`config.mk`:
```
export PLATFORM = sky130hd
export DESIGN_NAME = pipeline_hazard_ctrl_flat
export DESIGN_NICKNAME = d
export VERILOG_FILES = /design/src/rtl/pipeline_hazard_ctrl_if.sv /design/src/rtl/pipeline_hazard_ctrl.sv /design/src/flat_wrapper.sv
export SDC_FILE = /design/constraint.sdc
export NUM_CORES = 1
export LEC_CHECK = 0
export ABC_AREA = 0
export CAP_MARGIN = 40
export CORE_ASPECT_RATIO = 1.5
export CORE_MARGIN = 2
export CORE_UTILIZATION = 50
export DETAILED_ROUTE_END_ITERATION = 10
export GPL_TIMING_DRIVEN = 1
export PLACE_DENSITY = 0.85
export SLEW_MARGIN = 25
export SYNTH_ARGS = -nofsm -noshare
export SYNTH_HDL_FRONTEND = slang
export SYNTH_SLANG_ARGS = --single-unit
```
`constraint.sdc`:
```
create_clock -name clk -period 6 [get_ports clk]
set_input_delay 1.8 -clock clk [delete_from_list [all_inputs] [get_ports clk]]
set_output_delay 1.8 -clock clk [all_outputs]
set_load 0.005 [all_outputs]
```
`src/rtl/pipeline_hazard_ctrl_if.sv`:
```
// pipeline_hazard_ctrl_if: hazard-control inputs from the pipeline and stall/flush/status outputs
interface pipeline_hazard_ctrl_if;
  logic        id_valid;
  logic [3:0]  id_src1;
  logic [3:0]  id_src2;
  logic        id_two_src;
  logic [3:0]  exe_dest;
  logic        exe_wb_en;
  logic        exe_mem_r_en;
  logic [3:0]  mem_dest;
  logic        mem_wb_en;
  logic        forward_en;
  logic        branch_taken;
  logic        mem_req;
  logic        sram_ready;
  logic        freeze_front;
  logic        freeze_back;
  logic        flush_if;
  logic        flush_id;
  logic        sram_start;
  logic        busy;
  logic [15:0] stall_cycles;
  logic [7:0]  flush_count;
  logic        mem_timeout;
  modport master (
    output id_valid, id_src1, id_src2, id_two_src, exe_dest, exe_wb_en, exe_mem_r_en,
           mem_dest, mem_wb_en, forward_en, branch_taken, mem_req, sram_ready,
    input  freeze_front, freeze_back, flush_if, flush_id, sram_start, busy,
           stall_cycles, flush_count, mem_timeout
  );
  modport slave (
    input  id_valid, id_src1, id_src2, id_two_src, exe_dest, exe_wb_en, exe_mem_r_en,
           mem_dest, mem_wb_en, forward_en, branch_taken, mem_req, sram_ready,
    output freeze_front, freeze_back, flush_if, flush_id, sram_start, busy,
           stall_cycles, flush_count, mem_timeout
  );
endinterface

```
`src/rtl/pipeline_hazard_ctrl.sv`:
```
// pipeline_hazard_ctrl: data-hazard stall, branch flush and memory-wait freeze control with statistics
module pipeline_hazard_ctrl (
  input logic clk,
  input logic rst,
  pipeline_hazard_ctrl_if.slave bus
);
  localparam logic [0:0] RUN      = 1'b0;
  localparam logic [0:0] MEM_WAIT = 1'b1;
  logic [0:0] r_state;
  logic [7:0] r_wait_cnt;
  logic       r_timeout;
  logic [15:0] r_stall_cycles;
  logic [7:0]  r_flush_count;
  logic w_m1, w_m2, w_hazard, w_start, w_hold, w_eval;
  function automatic logic src_match(input logic [3:0] src);
    return bus.forward_en ? (bus.exe_mem_r_en && bus.exe_wb_en && (src == bus.exe_dest))
                          : ((bus.exe_wb_en && (src == bus.exe_dest)) || (bus.mem_wb_en && (src == bus.mem_dest)));
  endfunction
  always_comb begin
    w_m1     = src_match(bus.id_src1);
    w_m2     = src_match(bus.id_src2);
    w_hazard = bus.id_valid && (w_m1 || (bus.id_two_src && w_m2));
    w_start  = !rst && (r_state == RUN) && bus.mem_req;
    w_hold   = !rst && (r_state == MEM_WAIT) && !bus.sram_ready;
    w_eval   = !rst && ((r_state == RUN) ? !bus.mem_req : bus.sram_ready);
  end
  assign bus.sram_start   = w_start;
  assign bus.freeze_back  = w_start || w_hold;
  assign bus.freeze_front = w_start || w_hold || (w_eval && !bus.branch_taken && w_hazard);
  assign bus.flush_if     = w_eval && bus.branch_taken;
  assign bus.flush_id     = w_eval && (bus.branch_taken || w_hazard);
  assign bus.busy         = (r_state == MEM_WAIT);
  assign bus.stall_cycles = r_stall_cycles;
  assign bus.flush_count  = r_flush_count;
  assign bus.mem_timeout  = r_timeout;
  always_ff @(posedge clk) begin
    if (rst) begin
      r_state        <= RUN;
      r_wait_cnt     <= '0;
      r_timeout      <= 1'b0;
      r_stall_cycles <= '0;
      r_flush_count  <= '0;
    end else begin
      r_state <= w_start ? MEM_WAIT : ((r_state == MEM_WAIT) && bus.sram_ready) ? RUN : r_state;
      if (w_start)
        r_wait_cnt <= '0;
      else if (w_hold && (r_wait_cnt != 8'hFF))
        r_wait_cnt <= r_wait_cnt + 8'd1;
      if (w_hold && (r_wait_cnt == 8'hFE))
        r_timeout <= 1'b1;
      if (bus.freeze_front && (r_stall_cycles != 16'hFFFF))
        r_stall_cycles <= r_stall_cycles + 16'd1;
      if (bus.flush_if && (r_flush_count != 8'hFF))
        r_flush_count <= r_flush_count + 8'd1;
    end
  end
endmodule

```
`src/flat_wrapper.sv`:
```
// flat-port wrapper written by rule: the top's interface ports become plain ports
module pipeline_hazard_ctrl_flat 
  (clk, rst, bus_id_valid, bus_id_src1, bus_id_src2, bus_id_two_src, bus_exe_dest, bus_exe_wb_en, bus_exe_mem_r_en, bus_mem_dest, bus_mem_wb_en, bus_forward_en, bus_branch_taken, bus_mem_req, bus_sram_ready, bus_freeze_front, bus_freeze_back, bus_flush_if, bus_flush_id, bus_sram_start, bus_busy, bus_stall_cycles, bus_flush_count, bus_mem_timeout);
  pipeline_hazard_ctrl_if bus_i ();
  input logic clk;
  input logic rst;
  input wire logic [$bits(bus_i.id_valid)-1:0] bus_id_valid;
  input wire logic [$bits(bus_i.id_src1)-1:0] bus_id_src1;
  input wire logic [$bits(bus_i.id_src2)-1:0] bus_id_src2;
  input wire logic [$bits(bus_i.id_two_src)-1:0] bus_id_two_src;
  input wire logic [$bits(bus_i.exe_dest)-1:0] bus_exe_dest;
  input wire logic [$bits(bus_i.exe_wb_en)-1:0] bus_exe_wb_en;
  input wire logic [$bits(bus_i.exe_mem_r_en)-1:0] bus_exe_mem_r_en;
  input wire logic [$bits(bus_i.mem_dest)-1:0] bus_mem_dest;
  input wire logic [$bits(bus_i.mem_wb_en)-1:0] bus_mem_wb_en;
  input wire logic [$bits(bus_i.forward_en)-1:0] bus_forward_en;
  input wire logic [$bits(bus_i.branch_taken)-1:0] bus_branch_taken;
  input wire logic [$bits(bus_i.mem_req)-1:0] bus_mem_req;
  input wire logic [$bits(bus_i.sram_ready)-1:0] bus_sram_ready;
  output wire logic [$bits(bus_i.freeze_front)-1:0] bus_freeze_front;
  output wire logic [$bits(bus_i.freeze_back)-1:0] bus_freeze_back;
  output wire logic [$bits(bus_i.flush_if)-1:0] bus_flush_if;
  output wire logic [$bits(bus_i.flush_id)-1:0] bus_flush_id;
  output wire logic [$bits(bus_i.sram_start)-1:0] bus_sram_start;
  output wire logic [$bits(bus_i.busy)-1:0] bus_busy;
  output wire logic [$bits(bus_i.stall_cycles)-1:0] bus_stall_cycles;
  output wire logic [$bits(bus_i.flush_count)-1:0] bus_flush_count;
  output wire logic [$bits(bus_i.mem_timeout)-1:0] bus_mem_timeout;
  assign bus_i.id_valid = bus_id_valid;
  assign bus_i.id_src1 = bus_id_src1;
  assign bus_i.id_src2 = bus_id_src2;
  assign bus_i.id_two_src = bus_id_two_src;
  assign bus_i.exe_dest = bus_exe_dest;
  assign bus_i.exe_wb_en = bus_exe_wb_en;
  assign bus_i.exe_mem_r_en = bus_exe_mem_r_en;
  assign bus_i.mem_dest = bus_mem_dest;
  assign bus_i.mem_wb_en = bus_mem_wb_en;
  assign bus_i.forward_en = bus_forward_en;
  assign bus_i.branch_taken = bus_branch_taken;
  assign bus_i.mem_req = bus_mem_req;
  assign bus_i.sram_ready = bus_sram_ready;
  assign bus_freeze_front = bus_i.freeze_front;
  assign bus_freeze_back = bus_i.freeze_back;
  assign bus_flush_if = bus_i.flush_if;
  assign bus_flush_id = bus_i.flush_id;
  assign bus_sram_start = bus_i.sram_start;
  assign bus_busy = bus_i.busy;
  assign bus_stall_cycles = bus_i.stall_cycles;
  assign bus_flush_count = bus_i.flush_count;
  assign bus_mem_timeout = bus_i.mem_timeout;
  pipeline_hazard_ctrl u_core (.clk(clk), .rst(rst), .bus(bus_i));
endmodule
```
## Yosys cells after proc, flatten, opt, wreduce, memory -nomap -nowiden

Index checks and enable logic that the tools add are counted.

- Flip-flop bits (word level): 34
- Bits of input ports: 27
- Word-level logic and storage cells: 57
- Output and inout port bits: 31

- Equality and inequality tests: 8
- Muxes and demuxes: 5
- Reductions and logical operators: 35
- Bitwise gates (word level): 1
- $add $sub $neg: 3

Operator list:

| cell | count |
|---|---|
| 1-bit logical AND | 23 |
| 16-bit by 1-bit adder with 16-bit output, second input constant | 1 |
| 8-bit by 1-bit adder with 8-bit output, second input constant | 2 |
| 4-bit equality test | 4 |
| 16-bit != test, second input constant | 1 |
| 8-bit != test, second input constant | 2 |
| 8-bit equality test, second input constant | 1 |
| 1-bit logical OR | 6 |
| 1-bit 2-to-1 mux | 5 |
| 1-bit logical NOT | 4 |
| 2-bit nonzero test | 1 |
| 2-bit OR reduction | 1 |
| 1-bit NOT | 1 |

## Logic depth before layout (Yosys ltp)

- Word-level depth: 10
- Gate-level depth with buffers: 10
- Mapped depth without buffers: 9

## Worst setup path before layout

Ideal clock, no wire load.

- Kind: input -> output
- Start point: in bus_mem_dest[1]
- End point: out bus_freeze_front
- Required time: 4.200 ns
- Buffers on the path: 0
- Arrival time: 2.718 ns
- Setup slack: 1.482 ns
- Cell stages on the path: 5
- Path through: xor2_1 > nor3_1 > a41oi_1 > a21oi_1 > a21o_1

- Longest elaborated chain between the ends: 9
- Elaborated cells between the ends (all ways): 13
- Those cells by class: eq/ne (2); mux (2); reduce/logical (9)

RTL lines:

| what | line | source |
|---|---|---|
| start, declared | flat_wrapper.sv:14 | `input wire logic [$bits(bus_i.mem_dest)-1:0] bus_mem_dest;` |
| 4-bit equality test | pipeline_hazard_ctrl.sv:17 | `: ((bus.exe_wb_en && (src == bus.exe_dest)) \|\| (bus.mem_wb_en && (src == bus.mem_dest)));` |
| 1-bit logical AND | pipeline_hazard_ctrl.sv:17 |  |
| 1-bit logical OR | pipeline_hazard_ctrl.sv:17 |  |
| 1-bit 2-to-1 mux | pipeline_hazard_ctrl.sv:16 | `return bus.forward_en ? (bus.exe_mem_r_en && bus.exe_wb_en && (src == bus.exe_dest))` |
| 1-bit logical AND | pipeline_hazard_ctrl.sv:22 | `w_hazard = bus.id_valid && (w_m1 \|\| (bus.id_two_src && w_m2));` |
| 1-bit logical OR (*) | pipeline_hazard_ctrl.sv:22 |  |
| 1-bit logical AND (*) | pipeline_hazard_ctrl.sv:22 |  |
| 1-bit logical AND (*) | pipeline_hazard_ctrl.sv:29 | `assign bus.freeze_front = w_start \|\| w_hold \|\| (w_eval && !bus.branch_taken && w_hazard);` |
| 1-bit logical OR (*) | pipeline_hazard_ctrl.sv:29 |  |
| end, declared | flat_wrapper.sv:20 | `output wire logic [$bits(bus_i.freeze_front)-1:0] bus_freeze_front;` |

Mark *: on every way between the ends. The rest lies on a longest branch, timed or not.

## Final worst setup path

- Start point: in bus_id_src1[0]
- End point: out bus_freeze_front

- Longest elaborated chain between the ends: 8
- Elaborated cells between the ends (all ways): 11
- Those cells by class: eq/ne (2); mux (1); reduce/logical (8)

RTL lines:

| what | line | source |
|---|---|---|
| start, declared | flat_wrapper.sv:8 | `input wire logic [$bits(bus_i.id_src1)-1:0] bus_id_src1;` |
| 4-bit equality test (on tied branches) | pipeline_hazard_ctrl.sv:16, pipeline_hazard_ctrl.sv:17 |  |
| 1-bit logical AND | pipeline_hazard_ctrl.sv:17 |  |
| 1-bit logical OR | pipeline_hazard_ctrl.sv:17 |  |
| 1-bit 2-to-1 mux (*) | pipeline_hazard_ctrl.sv:16 |  |
| 1-bit logical OR (*) | pipeline_hazard_ctrl.sv:22 |  |
| 1-bit logical AND (*) | pipeline_hazard_ctrl.sv:22 |  |
| 1-bit logical AND (*) | pipeline_hazard_ctrl.sv:29 |  |
| 1-bit logical OR (*) | pipeline_hazard_ctrl.sv:29 |  |

Marked as above.

==> results.tsv <==
metric	value	unit
die_area	4246	sq um
start_util	51.61	%
synth_cell_types	46	
irDropWorstVdd	0.2331	mV
power_frac_clock	37.5	%
wirelength	4.387	mm
net-switching-power	0.1164	mW
synth_top_area_share	36.49	%
drcViolationCount	0	
cp_data_required_time	4.20	ns
grt_overflow	0	
ant_nets	0	
intPower	0.3553	mW
fp.dieW	53.88	um
cts_resized	0	
p_sw_share	24.67	%
root_buffer	clkbuf_8	
sequentialPowerShare	49.0	%
cts.htree.levels	2	
final_cell_area	2575	sq um
p_per_area	183.2	nW/um^2
numCtsBuffers	5	
path_clk_slew	0.07	ns
grt_start_max_net_pins	25	
max_cap_violations	0	
fillers	302	
tightestPinTransition	0.7475	ns
async_flop_share	0	%
fin_crit	5.658	ns
rsz0062_at_grt	false	
leakage	0.9161	nW
max-slew-margin-rel	49.83	%
synth_top_area_cell	dfxtp_1	
core	3615	sq um
grt_pass1_vias	1611	
cts.sinks	34	
antennaDiodeCount	0	
drv_slew	0	
worstPathArrival	3.86	ns
pin_count	58	
synth-edff-count	0	
setup_violations	0	
antenna_found_initial	0	
pwr-share-comb	13.5	%
die_y	78.81	um
syn_to_final_growth	38.03	%
outcome	complete, no violations	
grt_pass1_wl	6.810	mm
max_freq	176.7	MHz
worst_hold_path_type	reg2reg	
postSynthRegisterBits	34	
ys_seq_area_share	36.49	%
cts_tree	yes	
period_share	94.31	%
fin_tns_setup	0	ns
end_kind	output pin	
place_congestion	0.7687	
hold_viol	0	
startpoint_type	input port	
cts_setup_buffers	0	
place_worst_setup_slack	0.3489	ns
avgSynthCellArea	8.558	sq um
holdBufCountCts	0	
clock_latency	0.29	ns
track_usage	21.71	%
synthCells	218	
drive_gt1_share	6.429	%
wl_per_cell	13.58	um
place_area	2480	sq um
place_hpwl	3.333	mm
cts_buffer_depth	2	
num_vias	1787	
clock_skew	0.007758	ns
viasPerCell	5.533	
ys_top_cells_by_area	dfxtp_1, xor2_1, nor2_1	
ys_warn_count	0	
first_pass_iters	5	
ys.flop_type	dfxtp_1	
fin_ws	0.3416	ns
syn_area	1866	sq um
critPathKind	in2out	
io_buffers	57	
cp_max_fo	5	
final_nets	310	
synth_fp_nets	249	
rows	27	
drt-initial-drc-count	24	
## state kept, by name (all words and copies together), names as in the netlist
name                     count
u_core.bus.busy              1
u_core.bus.flush_count       8
u_core.bus.mem_timeout       1
u_core.bus.stall_cycles     16
u_core.r_wait_cnt            8
## cells by family after synthesis
group / Yosys count / share of synthesized area [%]
simple gates: 99 / 28.37
compound gates: 37 / 13.62
flops: 34 / 36.49
xor+xnor: 29 / 13.62
buf+inv: 10 / 2.415
mux: 5 / 2.817
fa+ha+maj: 4 / 2.683
## cell usage in the layout, fill, tap and decap left out, types with 4 or more instances in the layout
master	instances
nor2b_1	4
xor2_1	20
and3_1	4
a21oi_1	9
o21ai_0	6
nand3_1	11
nor2_1	28
nand4_1	6
clkbuf_8	6
nand2_1	19
xnor2_1	9
o31ai_1	4
nor3_1	5
dfxtp_1	34
clkdlybuf4s50_1	57
inv_1	5
ha_1	4
## worst paths after layout
path,from,depth (start not counted),endpoint,slack [ns]
worst max-delay path,bus_id_src1[0],7,bus_freeze_front,0.34
worst max register to register,u_core.bus.busy,8,u_core.bus.stall_cycles[15],3.85
worst min register to register,u_core.bus.mem_timeout,2,u_core.bus.mem_timeout,0.47
worst min-delay path,u_core.bus.mem_timeout,2,u_core.bus.mem_timeout,0.47
## final cells by class
cell class                 instances  area (sq um)  area share, %
timing repair buffer              58         578.1          22.45
inverter                           6         27.53          1.069
tap                               43         53.80          2.089
multi-input combinational        174          1140          44.27
clock buffer                       6         82.58          3.207
clock inverter                     2         12.51         0.4859
sequential                        34         680.7          26.43
## synth_stat cells, types with 5 or more instances
cell and number:
a21oi_1 9, dfxtp_1 34, inv_1 5, nand2_1 19
nand3_1 11, nand4_1 6, nor2_1 28, nor3_1 5
o21ai_0 6, xnor2_1 9, xor2_1 20
## stage by stage
stage               instances  util, %  power [mW]  hold WS (ns)
floorplan                 218        -      0.2641        0.4605
finish                    323    71.24      0.4717        0.4741
global placement          315    68.61      0.2990        0.4662
global route              323    71.24      0.4894        0.5307
CTS                       323    71.24      0.4769        0.4829
detailed placement        315    68.61      0.3001        0.4667
## per-layer routing
metal / GRT usage, % / share of wire [%]
met4: 8.718 / 1.4
met1: 22.26 / 38
met2: 38.66 / 52
met5: 0 / 0
met3: 6.955 / 8.4
## power groups by stage
stage / Clock (mW) / Sequential [mW] / Combinational, mW
final: 0.177 / 0.231 / 0.0637
after global routing: 0.189 / 0.232 / 0.0686
after CTS: 0.181 / 0.231 / 0.0642
after detailed placement: 0 / 0.236 / 0.0637
after global placement: 0 / 0.236 / 0.0627
after floorplan: 0 / 0.236 / 0.0281
## critical path: stages
cell and delay, ns:
clkdlybuf4s50_1 0.46, xor2_1 0.18, nor4_1 0.29, a41oi_1 0.13, a21oi_1 0.24, a21o_1 0.22, clkdlybuf4s50_1 0.53
Note: power is estimated with default switching activity, not from simulation.
